==> src/rtl/load_store_unit.sv <==
// load_store_unit: byte/half/word loads and stores over a word-addressed memory; define LSU_MISALIGN_TRAP_EN to trap misaligned requests
module load_store_unit #(
  parameter int ADDR_W = 32
) (
  input  logic              clk,
  input  logic              reset,
  input  logic              req_valid,
  output logic              req_ready,
  input  logic              MemRead,
  input  logic              MemWrite,
  input  logic [2:0]        funct3,
  input  logic [ADDR_W-1:0] address,
  input  logic [31:0]       writeData,
  output logic [31:0]       loadData,
  output logic              loadValid,
  output logic              misaligned,
  output logic              mem_MemRead,
  output logic              mem_MemWrite,
  output logic [ADDR_W-1:0] mem_address,
  output logic [31:0]       mem_writeData,
  input  logic [31:0]       mem_readData
);
  typedef enum logic [2:0] {IDLE, LOAD, STORE_W, RMW_READ, RMW_WRITE} state_t;
  state_t state, state_n;
  logic [2:0] f3_q;
  logic [ADDR_W-1:0] addr_q, addr_in;
  logic [31:0] wdata_q, merged_q, merged_n, ld_ext, shifted, lane_mask;
  logic [4:0] sh;
  logic take, trap, sx;
  assign req_ready = state == IDLE;
  assign take = req_ready && req_valid && (MemRead || MemWrite);
`ifdef LSU_MISALIGN_TRAP_EN
  assign trap = (funct3[1] && address[1:0] != 2'b00) || (funct3[1:0] == 2'b01 && address[0]);
  assign addr_in = address;
`else
  assign trap = 1'b0;
  assign addr_in = {address[ADDR_W-1:2], funct3[1] ? 2'b00 : {address[1], address[0] & ~funct3[0]}};
`endif
  // Word accesses always have sh=0, so shifted doubles as the full word
  assign sh = {addr_q[1:0], 3'b000};
  assign shifted = mem_readData >> sh;
  assign sx = ~f3_q[2];
  assign lane_mask = f3_q[0] ? 32'h0000_FFFF : 32'h0000_00FF;
  always_comb begin
    ld_ext = f3_q[1] ? shifted
           : f3_q[0] ? {{16{sx & shifted[15]}}, shifted[15:0]}
           : {{24{sx & shifted[7]}}, shifted[7:0]};
    merged_n = (mem_readData & ~(lane_mask << sh)) | ((wdata_q & lane_mask) << sh);
    state_n = state == IDLE ? ((take && !trap) ? (MemWrite ? (funct3[1] ? STORE_W : RMW_READ) : LOAD) : IDLE)
            : state == RMW_READ ? RMW_WRITE
            : IDLE;
    mem_MemRead = state == LOAD || state == RMW_READ;
    mem_MemWrite = state == STORE_W || state == RMW_WRITE;
    mem_address = state == IDLE ? '0 : {addr_q[ADDR_W-1:2], 2'b00};
    mem_writeData = state == STORE_W ? wdata_q : state == RMW_WRITE ? merged_q : 32'h0;
  end
  always_ff @(posedge clk) begin
    if (reset) begin
      state <= IDLE;
      loadData <= 32'h0;
      loadValid <= 1'b0;
      misaligned <= 1'b0;
    end else begin
      state <= state_n;
      loadValid <= state == LOAD;
      misaligned <= take && trap;
      if (state == LOAD) loadData <= ld_ext;
      if (state == RMW_READ) merged_q <= merged_n;
      if (take && !trap) begin
        f3_q <= funct3;
        addr_q <= addr_in;
        wdata_q <= writeData;
      end
    end
  end
endmodule

==> config.mk <==
export PLATFORM = sky130hd
export DESIGN_NAME = load_store_unit
export DESIGN_NICKNAME = d
export VERILOG_FILES = /design/src/rtl/load_store_unit.sv
export SDC_FILE = /design/constraint.sdc
export NUM_CORES = 1
export LEC_CHECK = 0
export ABC_AREA = 0
export BUFFER_PORTS_ARGS = -buffer_cell sky130_fd_sc_hd__buf_2
export CAP_MARGIN = 20
export CORE_MARGIN = 2
export CORE_UTILIZATION = 52
export CTS_CLUSTER_DIAMETER = 100
export DETAILED_ROUTE_END_ITERATION = 7
export HOLD_SLACK_MARGIN = 0.03
export PLACE_DENSITY = 0.82
export SLEW_MARGIN = 10
export SYNTH_ARGS = -nofsm -noshare
export SYNTH_HDL_FRONTEND = slang
export SYNTH_SLANG_ARGS = --single-unit
==> constraint.sdc <==
create_clock -name clk -period 13.6 [get_ports clk]
set_input_delay 0.68 -clock clk [delete_from_list [all_inputs] [get_ports clk]]
set_output_delay 0.68 -clock clk [all_outputs]
set_load 0.05 [all_outputs]
Word-level counts from Yosys, hierarchy flattened
Cells that the tools add are included.
Word-level totals
  input port bits: 104
  flip-flop bits (word level): 135
Operators by class
  equality and inequality tests: 4
  shifts and indexed selects: 3
  reduce and logical (&&, ||, !) cells: 8
  bitwise logic cells: 10
  muxes and demuxes: 11
Operators by type and width (number)
  $mux 32: 5
  $and 32x16->32: 1
  $and 32x32->32: 1
  $not 32->32: 1
  $or 32x32->32: 1
  $shl 16x5->32: 1
  $shl 32x5->32: 1
  $shr 32x5->32: 1
  $mux 16: 1
  $eq 3x2->1 const B: 2
  $mux 3: 2
  $mux 2: 2
  $reduce_and 2->1: 2
  $and 1x1->1: 3
  $eq 3x1->1 const B: 1
  $eq 3x3->1 const B: 1
  $logic_not 3->1: 1
  $logic_or 1x1->1: 3
  $not 1->1: 3
  $logic_and 1x1->1: 2
  $mux 1: 1

Logic depth before layout (Yosys ltp)
  word-level depth: 5
  mapped depth: 7
  depth with buffers taken out: 4

Worst setup path before layout
Ideal clock, no wire load.
  kind: reg-to-reg
  from: register state[1]
  to: register addr_q[0], enable pin
  buffers on the path: 1
  path slack: 8.678 ns
  clock period less this slack: 4.922 ns
  stages on the path, launching flop included: 5
  arrival time: 4.428 ns
  cells stage by stage: dfxtp_1 -> nor3_1 -> clkbuf_1 -> nand3b_1 -> nor2_1
On the way
  cells in the longest elaborated chain, start to end: 4
RTL lines
  from (decl): RTL line 24  | state_t state, state_n;
  from (signal assigned): RTL line 64  | state <= state_n;
  $logic_not 3->1: RTL line 30  | assign req_ready = state == IDLE;
  via req_ready: RTL line 8  | output logic req_ready,
  $logic_and 1x1->1 (2 in a row): RTL line 31  | assign take = req_ready && req_valid && (MemRead || MemWrite);
  $reduce_and 2->1 (no source line)
  to (signal assigned): RTL line 71  | addr_q <= addr_in;
  to (decl): RTL line 26  | logic [ADDR_W-1:0] addr_q, addr_in;
The timed path passes the listed nets, and every way through them passes these cells.
A chain may end at the register's enable or synchronous reset.

Worst setup path in the final report
  from: register state[1]
  to: register wdata_q[29], enable pin
On the way
  cells in the longest elaborated chain, start to end: 4
RTL lines
  $logic_not 3->1: RTL line 30
  $logic_and 1x1->1 (2 in a row): RTL line 31
  $reduce_and 2->1 (no source line)
  to (signal assigned): RTL line 72  | wdata_q <= writeData;
  to (decl): RTL line 27  | logic [31:0] wdata_q, merged_q, merged_n, ld_ext, shifted, lane_mask;
No other way between the ends.

==> flow_metrics.tcl <==
set metrics [dict create \
    tritoncts "built" \
    min_path_type "input pin to register" \
    r2r-start "state[1]$_SDFF_PP0_" \
    yosys.area.top_type_share_pct 48.5 \
    die_x_um 113 \
    arrival_ps 2790 \
    tns_ps 0 \
    slowest_delay_ps 700 \
    cp.depth 5 \
    layout_commonest_cell "buf_2" \
    path_buf_inv 2 \
    drt_first_pass_iters 5 \
    p_total_w 0.00104 \
    design.die.area_sq_mm 0.0127 \
    hold_end "addr_q[13]$_DFFE_PP_" \
    cts_root_buf "clkbuf_16" \
    ys_seq_elements 135 \
    post_dp_cell_area_sq_mm 0.00721 \
    multi_input_area_sq_mm 0.00226 \
    drtIter0Drc 377 \
    numPortBuffers 201 \
    grt_pass1_wl_mm 24.9 \
    clk_latency_ps 420 \
    synth_seq_area_share_pct 60.3 \
    holdWs_ps 431 \
    holdPathStages 1 \
    initial_utilization_pct 53.4 \
    htreeDepth 4 \
    power.leakage_nw 3.15 \
    synth_area_leader_cell "edfxtp_1" \
    synth.avg_cell_area_sq_um 12.0 \
    max_slew_margin_pct 28.5 \
    drtAntennaViolNets 0 \
    required_ps 13650 \
    die_y_um 113 \
    cts.repair.resized 0 \
    powerDensity_mw_per_mm2 134 \
    critPathTopFamily "simple AND/OR/NAND/NOR gates" \
    irDropWorstVdd_uv 173 \
    hold_buffers 0 \
    utilization_pct 67.8 \
    finalInstanceArea_sq_mm 0.00778 \
    wl_mm 16.1 \
    fin_nets 802 \
    clkTransAtPathRegs_ps 60 \
    finalMaxSlewViolations 0 \
    cts.sinks 135 \
    slowest_stage "nor2_4" \
    nFillCells 814 \
    max-cap-violations 0 \
    core_sq_mm 0.0115 \
    antenna_found_initial 0 \
    synth_area_sq_mm 0.00613 \
    grt_pass1_vias 4821 \
    r2r_slack_ps 10860 \
    cts_buffers 17 \
    reg2reg_to "wdata_q[29]$_DFFE_PP_" \
    path_common_cell "buf_4" \
    rr_worst_depth 5 \
    viasPerCell 5.76 \
    cp_max_fo 36 \
    post_route_cells_drive_above_1_share_pct 37.9 \
    grt_setup_unrepaired "false" \
    period_share_pct 20.2 \
    n_antenna_cell 0 \
    crit_chain "nor3_2 -> buf_4 -> nand3b_1 -> nor2_4 -> buf_4" \
    max_freq_mhz 365 \
    post-cts-setup-buffer-count 0 \
    status "complete, no violations" \
    layout_min_cycle_time_ps 2740 \
    hold_path.startpoint "address[13]" \
    routedWlPerCell_um 18.9 \
    synth_cell_types 39 \
    vias 4913 \
    dp_hpwl_mm 11.1 \
    setup_viol 0 \
    grt_max_degree 62 \
    seq_area_sq_mm 0.00369 \
    synth_cells 510 \
    clk_path_buf_depth 2 \
    final_cell_mix "buf_2, edfxtp_1, nor2b_1" \
    hold_viol_final 0 \
    end_kind "register" \
    worst_slew_pin_slew_ps 1070 \
    io_pins 205 \
    gp_congestion 0.937 \
    overflow 0 \
    path_class "register to register" \
    synth_area_leaders "edfxtp_1, dfxtp_1, a22o_1, nor2b_1, mux2_2" \
    cp-start-kind "register" \
    skew_ps 11.8 \
    syn_to_final_growth_pct 27.0 \
    drc 0 \
    yosysWarnings 0 \
    rows 39 \
    track_usage_pct 25.5 \
]
[worst max path at each step]
stage / slack (ps) / from / endpoint
final: 10860 / state[1]$_SDFF_PP0_ / wdata_q[29]$_DFFE_PP_
after global routing: 10610 / state[1]$_SDFF_PP0_ / wdata_q[26]$_DFFE_PP_
after CTS: 10830 / state[1]$_SDFF_PP0_ / wdata_q[29]$_DFFE_PP_
after detailed placement: 10620 / reset / wdata_q[5]$_DFFE_PP_
after global placement: 10730 / reset / wdata_q[5]$_DFFE_PP_
after floorplan: 8680 / state[1]$_SDFF_PP0_ / addr_q[0]$_SDFFCE_PP0P_
[flip-flops by register name, indices dropped and copies added, names as in the netlist]
| register | flops |
|---|---|
| merged_q | 32 |
| loadData | 32 |
| f3_q | 3 |
| addr_q | 32 |
| loadValid | 1 |
| state | 3 |
| wdata_q | 32 |
[cell type report]
class	instances	share of cell area, %
flip-flops and latches	135	47.5
multi-input cells	333	29.1
repair buffers	209	13.7
clock buffers	19	5.57
well taps	143	2.30
clock inverters	12	1.74
inverters	2	0.0965
[power breakdown]
group	leakage, nW	switching [W]	internal [W]
registers	1.20	0.00000793	0.000457
clock network	0.274	0.000165	0.000283
logic	1.68	0.0000882	0.0000399
total	3.15	0.000261	0.000780
[cell usage after synthesis]
master	n
edfxtp_1	99
and2_0	1
o21ai_0	23
nand3b_1	10
and3_1	1
mux4_2	1
buf_1	4
or3_1	1
nor2_2	1
nor2_1	24
nor2b_1	51
a31oi_4	1
a22o_1	39
nor3b_1	3
a21oi_1	42
o22ai_1	8
a21boi_2	1
a22oi_1	8
mux2_2	23
nor2_4	1
or2_2	1
and3b_1	2
buf_2	10
buf_6	2
buf_4	3
or3b_2	1
inv_1	1
nand2_1	34
conb_1	1
nand2b_1	3
dfxtp_1	36
a311oi_1	1
o211ai_1	7
nor3_1	1
clkinv_1	1
mux2i_1	16
clkbuf_1	23
or2_1	1
a211oi_1	24
[cell families after synthesis]
family | synth area share [%]
other cells | 0.0612
buf+inv | 3.33
flops | 60.3
mux | 7.21
compound gates | 17.2
simple gates | 12.0
[metal layers]
layer,vias up,routed length [um],track usage (%)
met5,-,0,0
met4,0,330,8.94
met3,24,1470,9.34
met2,267,8050,42.6
met1,2335,6230,30.4
li1,2287,-,-
[through the flow]
step,std cells,setup slack [ps]
2_1_floorplan,512,8680
3_3_place_gp,822,10730
3_5_place_dp,822,10620
4_1_cts,853,10830
5_1_grt,853,10610
6_report,853,10860
Note: power is estimated with default switching activity, not from simulation.
